**src/rtl/dist4_frame_gen.sv**
```systemverilog
// Four-lane SAD frame generator feeding the MIN4 comparator tree.
// Ports: clk, rst (sync, active-high); start/abort frame control;
//   sample_valid with signed feat and tmpl_1..tmpl_4 samples;
//   busy; distance_DATA* saturating SADs with distance_EN_* strobes.
module dist4_frame_gen #(
    parameter int DATA_WIDTH   = 16,
    parameter int SAMPLE_WIDTH = 16,
    parameter int FRAME_LEN    = 32
) (
    input  logic                           clk,
    input  logic                           rst,
    input  logic                           start,
    input  logic                           abort,
    input  logic                           sample_valid,
    input  logic signed [SAMPLE_WIDTH-1:0] feat,
    input  logic signed [SAMPLE_WIDTH-1:0] tmpl_1,
    input  logic signed [SAMPLE_WIDTH-1:0] tmpl_2,
    input  logic signed [SAMPLE_WIDTH-1:0] tmpl_3,
    input  logic signed [SAMPLE_WIDTH-1:0] tmpl_4,
    output logic                           busy,
    output logic [DATA_WIDTH-1:0]          distance_DATA1,
    output logic [DATA_WIDTH-1:0]          distance_DATA_2,
    output logic [DATA_WIDTH-1:0]          distance_DATA_3,
    output logic [DATA_WIDTH-1:0]          distance_DATA_4,
    output logic                           distance_EN_1,
    output logic                           distance_EN_2,
    output logic                           distance_EN_3,
    output logic                           distance_EN_4
);

    localparam int CW  = $clog2(FRAME_LEN) + 1;
    localparam int AW  = DATA_WIDTH + 1;
    localparam int DFW = SAMPLE_WIDTH + 1;
    // Sum width covers accumulator plus largest magnitude without wrap.
    localparam int SW  = ((AW > DFW) ? AW : DFW) + 1;

    localparam logic [SW-1:0] SAT  = SW'({DATA_WIDTH{1'b1}});
    localparam logic [CW-1:0] LAST = CW'(FRAME_LEN - 1);

    typedef enum logic [1:0] {
        IDLE,
        ACC,
        OUT
    } state_e;

    state_e                 state_q;
    logic [CW-1:0]          cnt_q;
    logic [AW-1:0]          acc_q  [4];
    logic [AW-1:0]          acc_d  [4];
    logic [DATA_WIDTH-1:0]  dist_q [4];
    logic                   en_q;
    logic                   busy_q;

    logic signed [SAMPLE_WIDTH-1:0] tmpl [4];
    logic signed [DFW-1:0]          diff [4];
    logic        [DFW-1:0]          mag  [4];
    logic        [SW-1:0]           sum  [4];

    assign tmpl[0] = tmpl_1;
    assign tmpl[1] = tmpl_2;
    assign tmpl[2] = tmpl_3;
    assign tmpl[3] = tmpl_4;

    // Next-value accumulation so the last sample lands in the output.
    always_comb begin
        for (int k = 0; k < 4; k++) begin
            diff[k]  = DFW'(feat) - DFW'(tmpl[k]);
            mag[k]   = diff[k][DFW-1] ? DFW'(-diff[k]) : DFW'(diff[k]);
            sum[k]   = SW'(acc_q[k]) + SW'(mag[k]);
            acc_d[k] = (sum[k] > SAT) ? AW'(SAT) : AW'(sum[k]);
        end
    end

    always_ff @(posedge clk) begin
        if (rst) begin
            state_q <= IDLE;
            cnt_q   <= '0;
            en_q    <= 1'b0;
            busy_q  <= 1'b0;
            for (int k = 0; k < 4; k++) begin
                acc_q[k]  <= '0;
                dist_q[k] <= '0;
            end
        end else begin
            en_q <= 1'b0;
            unique case (state_q)
                IDLE: begin
                    if (start && !abort) begin
                        state_q <= ACC;
                        busy_q  <= 1'b1;
                        cnt_q   <= '0;
                        for (int k = 0; k < 4; k++) acc_q[k] <= '0;
                    end
                end
                ACC: begin
                    if (abort) begin
                        state_q <= IDLE;
                        busy_q  <= 1'b0;
                        cnt_q   <= '0;
                        for (int k = 0; k < 4; k++) acc_q[k] <= '0;
                    end else if (sample_valid) begin
                        cnt_q <= cnt_q + CW'(1);
                        for (int k = 0; k < 4; k++) acc_q[k] <= acc_d[k];
                        if (cnt_q == LAST) begin
                            state_q <= OUT;
                            en_q    <= 1'b1;
                            for (int k = 0; k < 4; k++)
                                dist_q[k] <= acc_d[k][DATA_WIDTH-1:0];
                        end
                    end
                end
                OUT: begin
                    state_q <= IDLE;
                    busy_q  <= 1'b0;
                end
                default: begin
                    state_q <= IDLE;
                    busy_q  <= 1'b0;
                end
            endcase
        end
    end

    assign busy            = busy_q;
    assign distance_DATA1  = dist_q[0];
    assign distance_DATA_2 = dist_q[1];
    assign distance_DATA_3 = dist_q[2];
    assign distance_DATA_4 = dist_q[3];
    assign distance_EN_1   = en_q;
    assign distance_EN_2   = en_q;
    assign distance_EN_3   = en_q;
    assign distance_EN_4   = en_q;

endmodule

```
**config.mk**
```make
export PLATFORM = sky130hd
export DESIGN_NAME = dist4_frame_gen
export DESIGN_NICKNAME = d
export VERILOG_FILES = /design/src/rtl/dist4_frame_gen.sv
export SDC_FILE = /design/constraint.sdc
export NUM_CORES = 1
export LEC_CHECK = 0
export BUFFER_PORTS_ARGS = -buffer_cell sky130_fd_sc_hd__buf_2
export CAP_MARGIN = 20
export CORE_MARGIN = 2
export CORE_UTILIZATION = 44
export CTS_BUF_LIST = sky130_fd_sc_hd__clkbuf_16
export DETAILED_ROUTE_END_ITERATION = 10
export GPL_ROUTABILITY_DRIVEN = 0
export GPL_TIMING_DRIVEN = 0
export PLACE_DENSITY_LB_ADDON = 0.15
export SETUP_SLACK_MARGIN = 0.02
export SYNTH_ARGS = -nofsm -noshare
export SYNTH_HDL_FRONTEND = slang
export SYNTH_SLANG_ARGS = --single-unit
```
**constraint.sdc**
```tcl
create_clock -name clk -period 6.1 [get_ports clk]
set_clock_uncertainty 0.1 [all_clocks]
set_input_delay 1.22 -clock clk [delete_from_list [all_inputs] [get_ports clk]]
set_output_delay 1.22 -clock clk [all_outputs]
set_load 0.1 [all_outputs]
```
== Yosys cells after proc, flatten, opt, wreduce, memory -nomap -nowiden ==
Memory sizes are Yosys's and may differ from the RTL's.
Index checks and enable logic that the tools add are counted.

* $add $sub $neg: 13
* $lt $le $gt $ge: 4
* Equality and inequality tests: 6
* Mux-type cells: 57
* Bitwise gates (word level): 16
* Reductions and logical operators: 7

{| class="wikitable"
|+ Operator list
! kind !! number
|-
| 17-bit two-way mux || 20
|-
| 17-bit by 17-bit adder with 18-bit output || 4
|-
| 18-bit by 16-bit > comparator with 1-bit output, second input constant || 4
|-
| 17-bit negator || 4
|-
| 16-bit by 16-bit subtractor with 17-bit output || 4
|-
| 16-bit two-way mux || 4
|-
| 1-bit two-way mux || 23
|-
| 6-bit two-way mux || 3
|-
| 1-bit OR || 16
|-
| 6-bit case mux with 2 select lines || 1
|-
| 2-bit two-way mux || 4
|-
| 6-bit by 1-bit adder with 6-bit output, second input constant || 1
|-
| 6-bit by 5-bit equality test with 1-bit output, second input constant || 1
|-
| 3-bit != test, second input constant || 2
|-
| 3-bit AND reduction || 2
|-
| 2-bit != test, second input constant || 2
|-
| 2-bit case mux with 2 select lines || 1
|-
| 2-bit by 1-bit equality test with 1-bit output, second input constant || 1
|-
| 2-bit zero test || 1
|-
| 1-bit case mux with 2 select lines || 1
|-
| 2-bit AND reduction || 1
|-
| 2-bit nonzero test || 1
|-
| 1-bit logical AND || 1
|-
| 1-bit zero test || 1
|}

* Register bits: 10
* Memory bits (writable): 132
* Bits of input ports: 85
* Output and inout bits: 69
* Word-level logic and storage cells: 109
* Memories kept: 2

{| class="wikitable"
|+ Memories
! name !! words !! bits a word !! rd ports !! clocked after memory_dff !! wr ports !! line !! text
|-
| acc_q || 4 || 17 || 4 || 0 || 4 || 48 || <nowiki>logic [AW-1:0] acc_q [4];</nowiki>
|-
| dist_q || 4 || 16 || 4 || 0 || 4 || 50 || <nowiki>logic [DATA_WIDTH-1:0] dist_q [4];</nowiki>
|}

== Depth between registers and ports, before layout ==
Gate-level depths: netlist of run 1.

* Depth in word-level cells: 9
* Depth in mapped cells: 25
* Gate-level depth less buffers: 22

== Least setup slack after synthesis of run 1 ==
OpenSTA, ideal clock, no wires.

* Path kind: in2reg
* Start: input feat[0]
* End: memory acc_q[1][15] (netlist bit), data pin
* Setup time: 270 ps
* Arrival: 6178 ps
* Data required time: 5730 ps
* Path slack: -448 ps
* Cell stages on the path: 22
* Buffers on the path: 1
* Cell sequence: inv_1 -> ha_1 -> fa_1 -> nor2b_1 -> o31a_1 -> or4b_1 -> a221o_1 -> a221o_1 -> o21ai_1 -> a31oi_1 -> nor2_1 -> xnor2_1 -> ha_1 -> nor2b_1 -> o21ai_0 -> a21boi_0 -> o31ai_1 -> a31oi_1 -> o31a_1 -> o41ai_1 -> clkbuf_1 -> a21oi_1

{| class="wikitable"
|+ RTL lines
! item !! line !! text
|-
| from (decl) || 15 || <nowiki>input logic signed [SAMPLE_WIDTH-1:0] feat,</nowiki>
|-
| to (decl) || 48 ||
|}

==> run summary, run 1 <==
The worst setup path is captured at a flop. The final route contains 11,430 vias. The tools report the number of H-tree levels as 4. The type of origin of the critical path is an input pin. In the synthesized netlist the async set-or-reset flop fraction comes to 0%. The startpoint identified for the worst register-to-register timing path is acc_q[3][0]$_SDFFCE_PN0P_. In the layout the commonest cells are 155 x sky130_fd_sc_hd__a21oi_1, 151 x sky130_fd_sc_hd__buf_2, 134 x sky130_fd_sc_hd__ha_1. For this run, design rule violations remaining after detail routing come to 0. The tools report the terminus of the critical flop-to-flop path as dist_q[3][14]$_SDFFCE_PN0P_.

The tools report the worst setup slack after layout as -0.2120 ns. Input and output buffers added on the ports amount to 153. The run gives 1,416 as the gate count after technology mapping. Counting every sink on the clock net gives 142. The critical path class is input pin to flop. Measured on the finished design, the core utilization comes to 57.42%.

The flow ran to the end, but the final reports show violations. For the pin with the worst max-slew slack, the measured transition is 0.9724 ns. For the largest net degree at the start of global routing, the log shows 33.

TritonCTS created 17 clock buffers. The area taken by multi-input logic gates is 8803 sq um. Data on the critical path is required at its endpoint by 6.15 ns. Hold is met by 0.3753 ns. The routing usage on met3 came out at 3.040%.

During synthesis, Yosys emitted a total of 0 warnings. In this run the remaining antenna-violating nets after routing total 0. The x dimension of the die was 174.0 microns; the number of antenna violations at the first check in global routing was 1. Data on the critical path arrives at its endpoint at 6.36 ns. The worst path needs 6.312 ns of the cycle, external delays included. IR analysis of the VDD net gives a maximum drop of 0.0001710 V. The tools report the I/O pin count as 154. The checks that failed: setup timing. The number of cells in the design after placement is 1,958. The library cell used most frequently in the layout, excluding fill and tap cells, is sky130_fd_sc_hd__a21oi_1.

The tools report the count of non-filler cells in the finished layout as 2,073. Of the total power, the share spent switching nets is 43.04%. Tracing the worst setup path back leads to its startpoint at feat[0].

Sequential elements use 32.77% of the synthesized area. The maximum root-to-sink buffer count is 2. Counting flops with a built-in enable in the synthesized netlist gives 132.

The tools report the net load switching power as 2164 uW. The share of total power dissipated in combinational logic is 56.8%. The path class of the tightest hold or removal check is flop to flop. Using the TritonRoute via totals, the vias-per-cell ratio works out to 5.514. Static timing analysis puts the maximum clock frequency at 0.1584 GHz. For the area of the core, the log shows 28,550 sq um. Headroom to the max-slew limit came out at 35.17%.

Counting flops and latches in the post-synthesis netlist gives 142. TritonCTS built the clock tree. The logs give 0 for the final hold violation count and 28.99% for the met1 global-route usage. In this run the cell area of the synthesized design comes to 12,710 sq um.

The final wirelength came out at 35,900 microns. The commonest register cell after synthesis was sky130_fd_sc_hd__edfxtp_1. Fraction of layout instances using a drive strength above 1: 26.42%. Setup repair after global routing could not meet its margin everywhere.

For the total die area, the log shows 30,260 sq um. In this run, flip-flops and latches consume 22.7% of the power. The number of design-rule violations left by the first detailed-router iteration was 757; the number of failing setup endpoints in the final timing report was 80. The logs give 2.70 ns for the slack of the worst reg-to-reg path and 22.96% for the global routing usage summed across all routing layers. In this run, distinct cell masters in the synthesized netlist total 74.

Summed over all cells, the static leakage comes to 0.007037 uW. The standard cell area after detailed placement was 14,220 sq um. Once layout is done, the placed cells without fillers occupy 16,390 sq um. CTS placed an instance of sky130_fd_sc_hd__clkbuf_16 at the clock tree root.

The later pin in the worst-skew pair is clocked with a latency of 0.43 ns. The first global-routing pass estimated 55,440 microns of wire. The total power was 5027 uW.

Counting the fill cells in the layout gives 2,569. The number of cells on the worst reg-to-reg path is 13. The routed wirelength normalized by instance count works out to 17.32 microns. The footprint of the flip-flops and latches is 4164 sq um, and the mean area per synthesized cell is 8.975 sq um. For this configuration, the core starts out at a cell density of 44.52%. The detailed-routing iteration count for the pre-antenna-repair pass was 5. The layer flagged by global routing as most heavily used is met2.

Cell-internal power: 2863 uW. The cell row count is 62, and the met2 layer usage reported by global route is 39.71%. In this run the power density over the cells is 306.7 nW/um^2. Final-report max-slew violation count: 0. The clock input transition at the sequential cells of the worst setup and hold paths was 0.07 ns; the number of violations of the max-capacitance limit was 0. The critical path ends at acc_q[1][12]$_SDFFCE_PN0P_.

Via count of the first global-routing pass: 11,021. The global route total overflow was 0; the synthesis-to-layout area growth was 28.97%. Of the total power, the clock network draws 20.5%. The net count of the finished layout is 1,909.

The vertical extent of the die works out to 174.0 microns. The HPWL after detailed placement is 25,560 microns, and the final cycle utilization of the critical path is 103.5%. In this run the worst path has a maximum fanout of 7.
==> worst min-delay path by stage <==
stage / startpoint / end / slack (ns) / cells past startpoint
6_report: busy$_SDFFE_PP0P_ / busy$_SDFFE_PP0P_ / 0.38 / 2
5_1_grt: busy$_SDFFE_PP0P_ / busy$_SDFFE_PP0P_ / 0.40 / 2
4_1_cts: busy$_SDFFE_PP0P_ / busy$_SDFFE_PP0P_ / 0.38 / 2
3_5_place_dp: busy$_SDFFE_PP0P_ / busy$_SDFFE_PP0P_ / 0.36 / 2
3_3_place_gp: busy$_SDFFE_PP0P_ / busy$_SDFFE_PP0P_ / 0.36 / 2
2_1_floorplan: cnt_q[1]$_SDFFE_PP0P_ / cnt_q[1]$_SDFFE_PP0P_ / 0.35 / 2
==> cell type report <==
cell class / instances / share of cell area [%]
clock inverters: 15 / 0.7557
repair buffers: 238 / 9.802
inverters: 112 / 2.611
clock buffers: 17 / 2.595
multi-input cells: 1123 / 53.71
diodes: 1 / 0.01527
well taps: 384 / 2.931
plain buffers: 41 / 2.176
flip-flops and latches: 142 / 25.40
==> metrics by stage <==
step / setup TNS (ns) / setup WS (ns)
after global placement: -194.78 / -1.152
after CTS: -2.859 / -0.08896
after detailed placement: -131.95 / -1.157
after floorplan: -2.606 / -0.09045
final: -7.743 / -0.2120
after global routing: -30.14 / -0.4077
==> state kept, by name, summed over array words and instances, names as in the netlist <==
signal,cells
acc_q,68
state_q,2
dist_q,64
busy,1
cnt_q,6
distance_EN_1,1
==> repair_timing <==
item                                    CTS  global route
endpoints found under the setup margin  128           126
hold buffers                              0             0
gates resized for setup                 119            80
cloned                                    5             4
setup buffers                            51            24
pin swaps                                53            44
==> worst max-delay path, stage by stage <==
cell and delay (ns):
sky130_fd_sc_hd__buf_6 0.10, sky130_fd_sc_hd__clkinvlp_4 0.13, sky130_fd_sc_hd__buf_4 0.13, sky130_fd_sc_hd__buf_6 0.09
sky130_fd_sc_hd__ha_4 0.12, sky130_fd_sc_hd__fa_2 0.20, sky130_fd_sc_hd__nor2b_2 0.05, sky130_fd_sc_hd__o31a_1 0.27
sky130_fd_sc_hd__or4b_1 0.48, sky130_fd_sc_hd__a221o_1 0.33, sky130_fd_sc_hd__a221o_1 0.33, sky130_fd_sc_hd__o21ai_2 0.24
sky130_fd_sc_hd__a31o_4 0.22, sky130_fd_sc_hd__buf_6 0.13, sky130_fd_sc_hd__o31ai_4 0.07, sky130_fd_sc_hd__xnor2_2 0.16
sky130_fd_sc_hd__ha_1 0.38, sky130_fd_sc_hd__o21ai_1 0.21, sky130_fd_sc_hd__a21oi_1 0.11, sky130_fd_sc_hd__o21ai_0 0.24
sky130_fd_sc_hd__a31oi_2 0.09, sky130_fd_sc_hd__o31a_1 0.32, sky130_fd_sc_hd__o41ai_4 0.27, sky130_fd_sc_hd__buf_6 0.23
sky130_fd_sc_hd__clkbuf_16 0.18, sky130_fd_sc_hd__a21oi_2 0.05
==> routing by layer <==
metal  vias up  part of all wire (%)
li1       5714                     -
met1      5393                    44
met2       262                    49
met3        61                   3.9
met4         0                   3.4
met5         -                     0
==> cell families (layout without fill, tap and decap cells) <==
kind of cell | Yosys count | after routing | synth area share (%)
simple gates | 337 | 337 | 13.43
buf+inv | 154 | 423 | 4.647
mux | 3 | 3 | 0.2560
flops | 142 | 142 | 32.77
other cells | 1 | 5 | 0.02951
compound gates | 484 | 484 | 23.67
fa+ha+maj | 149 | 149 | 15.14
xor+xnor | 146 | 146 | 10.06
==> power groups by stage <==
stage | Clock [uW] | Sequential (uW) | Combinational, uW
after detailed placement | 0 | 1160 | 2210
final | 1030 | 1140 | 2860
after floorplan | 0 | 1330 | 1610
after global routing | 1070 | 1150 | 3090
after global placement | 0 | 1160 | 2190
after CTS | 1040 | 1140 | 2560
==> cells in the mapped netlist (10+ instances only) <==
cell,count,area share (%)
sky130_fd_sc_hd__nand2_1,71,2.1
sky130_fd_sc_hd__nand3_1,21,0.83
sky130_fd_sc_hd__xnor2_1,92,6.3
sky130_fd_sc_hd__nand2b_1,26,1.3
sky130_fd_sc_hd__a21oi_1,215,8.5
sky130_fd_sc_hd__clkbuf_1,37,1.1
sky130_fd_sc_hd__o21a_1,33,1.9
sky130_fd_sc_hd__a31oi_1,22,1.1
sky130_fd_sc_hd__o21ai_0,69,2.7
sky130_fd_sc_hd__a21o_1,31,1.8
sky130_fd_sc_hd__edfxtp_1,132,31
sky130_fd_sc_hd__nor3_1,22,0.87
sky130_fd_sc_hd__o31ai_1,14,0.83
sky130_fd_sc_hd__inv_1,112,3.3
sky130_fd_sc_hd__dfxtp_1,10,1.6
sky130_fd_sc_hd__nor2b_1,24,1.2
sky130_fd_sc_hd__ha_1,141,14
sky130_fd_sc_hd__xor2_1,54,3.7
sky130_fd_sc_hd__nor2_1,100,3.0
sky130_fd_sc_hd__or2_2,13,0.64
sky130_fd_sc_hd__a211oi_1,10,0.59
sky130_fd_sc_hd__o21bai_1,12,0.71
No activity file was read; power rests on OpenSTA's default activity.
==> inputs of run 2 (changes only) <==
==> constraint.sdc (replaced) <==
create_clock -name clk -period 7.65 [get_ports clk]
set_clock_uncertainty 0.1 [all_clocks]
set_input_delay 1.53 -clock clk [delete_from_list [all_inputs] [get_ports clk]]
set_output_delay 1.53 -clock clk [all_outputs]
set_load 0.1 [all_outputs]
==> run 2 against run 1 <==
Compared with the run above:
- the run now ends clean
- power down 30%
- non-clock buffer count is 83 lower
- register-to-register slack improved by 1.3 ns
- cell area decreased by 11%
- core utilization fell by 6.0 points
==> run summary, run 2 (synthesis gave the netlist of run 1 again) <==
Among the stages of the critical path, the cell type that occurs most often is sky130_fd_sc_hd__a31oi_1. The switching share of total power came out at 43.22% (+0.18 points). The count of input and output buffers came out at 153 (unchanged). The total power is 3524 uW (-30%), and the part of the total power dissipated in combinational logic is 50.8% (-6.0 points). The maximum fanout encountered on the critical timing path was 10 (+3); the headroom to the max-slew limit was 33.70% (-1.5 points). For the remaining design rule violation count, the log shows 0 (unchanged).

Total die area: 30,260 sq um (unchanged). The fraction of layout instances using a drive strength above 1 was 14.95% (-11 points); the final period demand of the worst path was 7.218 ns. Total number of vias: 11,081 (-3.1%). The required time reported for the critical path endpoint is 7.68 ns (+1.53 ns), and the x dimension of the die is 174.0 microns (unchanged). The min-delay analysis places its worst path in the category flop to flop. The commonest non-fill, non-tap cell in the layout is sky130_fd_sc_hd__a21oi_1. The tools report the worst slack at placement as -0.9012 ns (+0.2560 ns).

The power density over cell area works out to 240.3 nW/um^2 (-22%). The number of violations of the max-capacitance limit came out at 0 (unchanged). The number of hold buffers added after cts was 0 (unchanged); the clock insertion delay at the later pin of the skew report was 0.43 ns (about the same).

The number of flip-flops under the largest register name was 68 (unchanged); the peak ir drop on the vdd network was 0.0001538 V (-10%). The final design instance area without fill was 14,670 sq um (-11%); the number of buffer and inverter instances along the worst setup path was 4 (-3). The number of antenna violations at the first check in global routing is 1 (unchanged), and the maximum cell stage delay along the critical path is 0.44 ns (-0.04 ns).

The tools report the standard cell area after detailed placement as 14,020 sq um (-1.5%). The global routing usage summed across all routing layers is 22.43% (-0.53 points). The cell row count is 62 (unchanged). The final wirelength is 34,150 microns (-4.9%). For this design, the slowest cell found on the critical path is sky130_fd_sc_hd__a211oi_1.

The number of failing setup endpoints in the final timing report was 0 (-100%). The via-per-instance ratio works out to 5.568 (+0.99%). After layout, the worst path uses 94.35% of the clock period.

The clock input transition at the sequential cells of the worst setup and hold paths is 0.06 ns (about the same), and the detailed-routing iteration count for the pre-antenna-repair pass is 6 (+1). TritonCTS built the clock tree. The routed wirelength normalized by instance count came out at 17.16 microns (-0.90%). The global route total overflow was 0 (unchanged). The I/O pin count came out at 154 (unchanged). Pin slew with the least headroom to its limit: 0.9946 ns (+0.02213 ns). The tools report the arrival time reported for the critical path endpoint as 7.24 ns (+0.88 ns).

The register containing the most flip-flops in the final layout is acc_q. The capturing element type of the critical path was a flop. The tools report the final-report max-slew violation count as 0 (unchanged).

The effective utilization at floorplan is 44.52% (unchanged). The logs give 23.5% (+3.0 points) for the clock power share and 142 (unchanged) for the number of sinks handled by clock tree synthesis. The power share of the sequential group was 25.8% (+3.1 points). The number of buffers created by CTS was 17 (unchanged); the area of the core was 28,550 sq um (unchanged).

For the final antenna-violating net count, the log shows 0 (unchanged). The maximum root-to-sink buffer count came out at 2 (unchanged). Setup repair after global routing left no endpoint under its margin. The vertical extent of the die was 174.0 microns (unchanged). In the layout the commonest cells are 212 x sky130_fd_sc_hd__a21oi_1, 155 x sky130_fd_sc_hd__buf_2, 141 x sky130_fd_sc_hd__ha_1.

Compared with the post-synthesis result, the final layout area differs by 15.41%. For this run, the top clock speed supported by timing is 0.1385 GHz. The run gives 2001 uW (-30%) as the cell-internal power.

The logs give 0.4321 ns (+0.6441 ns) for the worst setup slack after layout and 4 (unchanged) for the number of H-tree levels. The number of design-rule violations left by the first detailed-router iteration is 808 (+6.7%). The tools report the library cell used as clock root buffer as sky130_fd_sc_hd__clkbuf_16. Walking the worst path, the cells encountered are buf_2, clkinvlp_4, ha_1, fa_1, nor2b_1, o211ai_1, a31oi_1, a211oi_1, o21ai_0, a31o_2, a31oi_1, clkbuf_1, o21ai_0, xnor2_1, ha_1, o21a_1, o21ai_0, a21oi_1, o311ai_2, a31oi_1, a2111o_1, o311ai_1, clkbuf_2, a31oi_1. In the final layout, the registers with the most flip-flops are acc_q (68), dist_q (64), cnt_q (6). The tools report the HPWL after detailed placement as 26,160 microns (+2.3%). The flow ran to the end, and the final reports show no timing, DRC or antenna violations.

The via count of the first global-routing pass was 10,823 (-1.8%). The run gives 0.006417 uW (-8.8%) as the leakage power total. Family of cells with the greatest summed delay on the critical path: compound AO/OA/AOI/OAI gates.

The end-of-flow core utilization was 51.38% (-6.0 points); the final hold violation count was 0 (unchanged). The tools report the largest net degree at the start of global routing as 33 (unchanged). The tools report the net total in the final layout as 1,826 (-4.3%). The tools report the net load switching power as 1523 uW (-30%). STA classifies the critical path startpoint as an input pin. The wire length of the first global-routing pass came out at 54,040 microns (-2.5%).

The critical path class was input pin to flop.
[run 2: cell types whose count changed in the layout (fill, tap and decap cells not counted), moves of 8 or more]
cell	previous run	this run
sky130_fd_sc_hd__a21oi_1	155	212
sky130_fd_sc_hd__a21oi_2	53	3
sky130_fd_sc_hd__buf_4	71	4
sky130_fd_sc_hd__buf_8	10	0
sky130_fd_sc_hd__o21ai_0	53	68
sky130_fd_sc_hd__o21ai_1	10	2
[run 2: path summary, 6_finish.rpt]
path         depth (start not counted)  slack [ns]                          end                 startpoint
max                                 24        0.43  dist_q[0][14]$_SDFFCE_PN0P_                    feat[0]
min                                  2        0.38            busy$_SDFFE_PP0P_          busy$_SDFFE_PP0P_
max reg2reg                         13        3.96  dist_q[3][15]$_SDFFCE_PN0P_  acc_q[3][0]$_SDFFCE_PN0P_
min reg2reg                          2        0.38            busy$_SDFFE_PP0P_          busy$_SDFFE_PP0P_
[run 2: worst min-delay path: stages, from the launching register on]
cell                       delay, ns
sky130_fd_sc_hd__dfxtp_1        0.31
sky130_fd_sc_hd__nand2_1        0.06
sky130_fd_sc_hd__a211oi_1       0.06
[run 2: timing repair]
item                       4_1_cts  5_1_grt
pin swaps                        0        1
setup endpoints to repair       96      118
gates resized for setup         13       30
setup buffers                    0        1
[run 2: stage by stage]
stage               hold slack [ns]  instances  TNS [ns]
floorplan                    0.3527       1419         0
global placement             0.3687       1956    -61.84
detailed placement           0.3657       1958    -70.31
CTS                          0.3849       1989         0
global route                 0.4151       1989         0
finish                       0.3813       1990         0
[run 2: layer usage]
metal / up-vias / global-route usage, % / routed length (microns) / part of all wire (%)
li1: 5556 / - / - / -
met1: 5187 / 29.08 / 15630 / 46
met2: 279 / 37.45 / 15710 / 46
met3: 59 / 3.237 / 1506 / 4.4
met4: 0 / 9.559 / 1300 / 3.8
met5: - / 0 / 0 / 0
[run 2: power by group through the flow]
stage	Clock, uW	Combinational [uW]	Sequential [uW]
6_report	827	1790	909
5_1_grt	854	1980	913
4_1_cts	827	1760	909
3_5_place_dp	0	1730	925
3_3_place_gp	0	1720	928
2_1_floorplan	0	1240	1060
[run 2: area by class of cell]
cell class | instances | area, sq um
plain buffers | 40 | 186.4
fillers | 2798 | 13880
clock buffers | 17 | 425.4
diodes | 1 | 2.502
inverters | 112 | 427.9
flip-flops and latches | 142 | 4164
multi-input cells | 1123 | 8041
well taps | 384 | 480.5
clock inverters | 15 | 125.1
repair buffers | 156 | 813.3
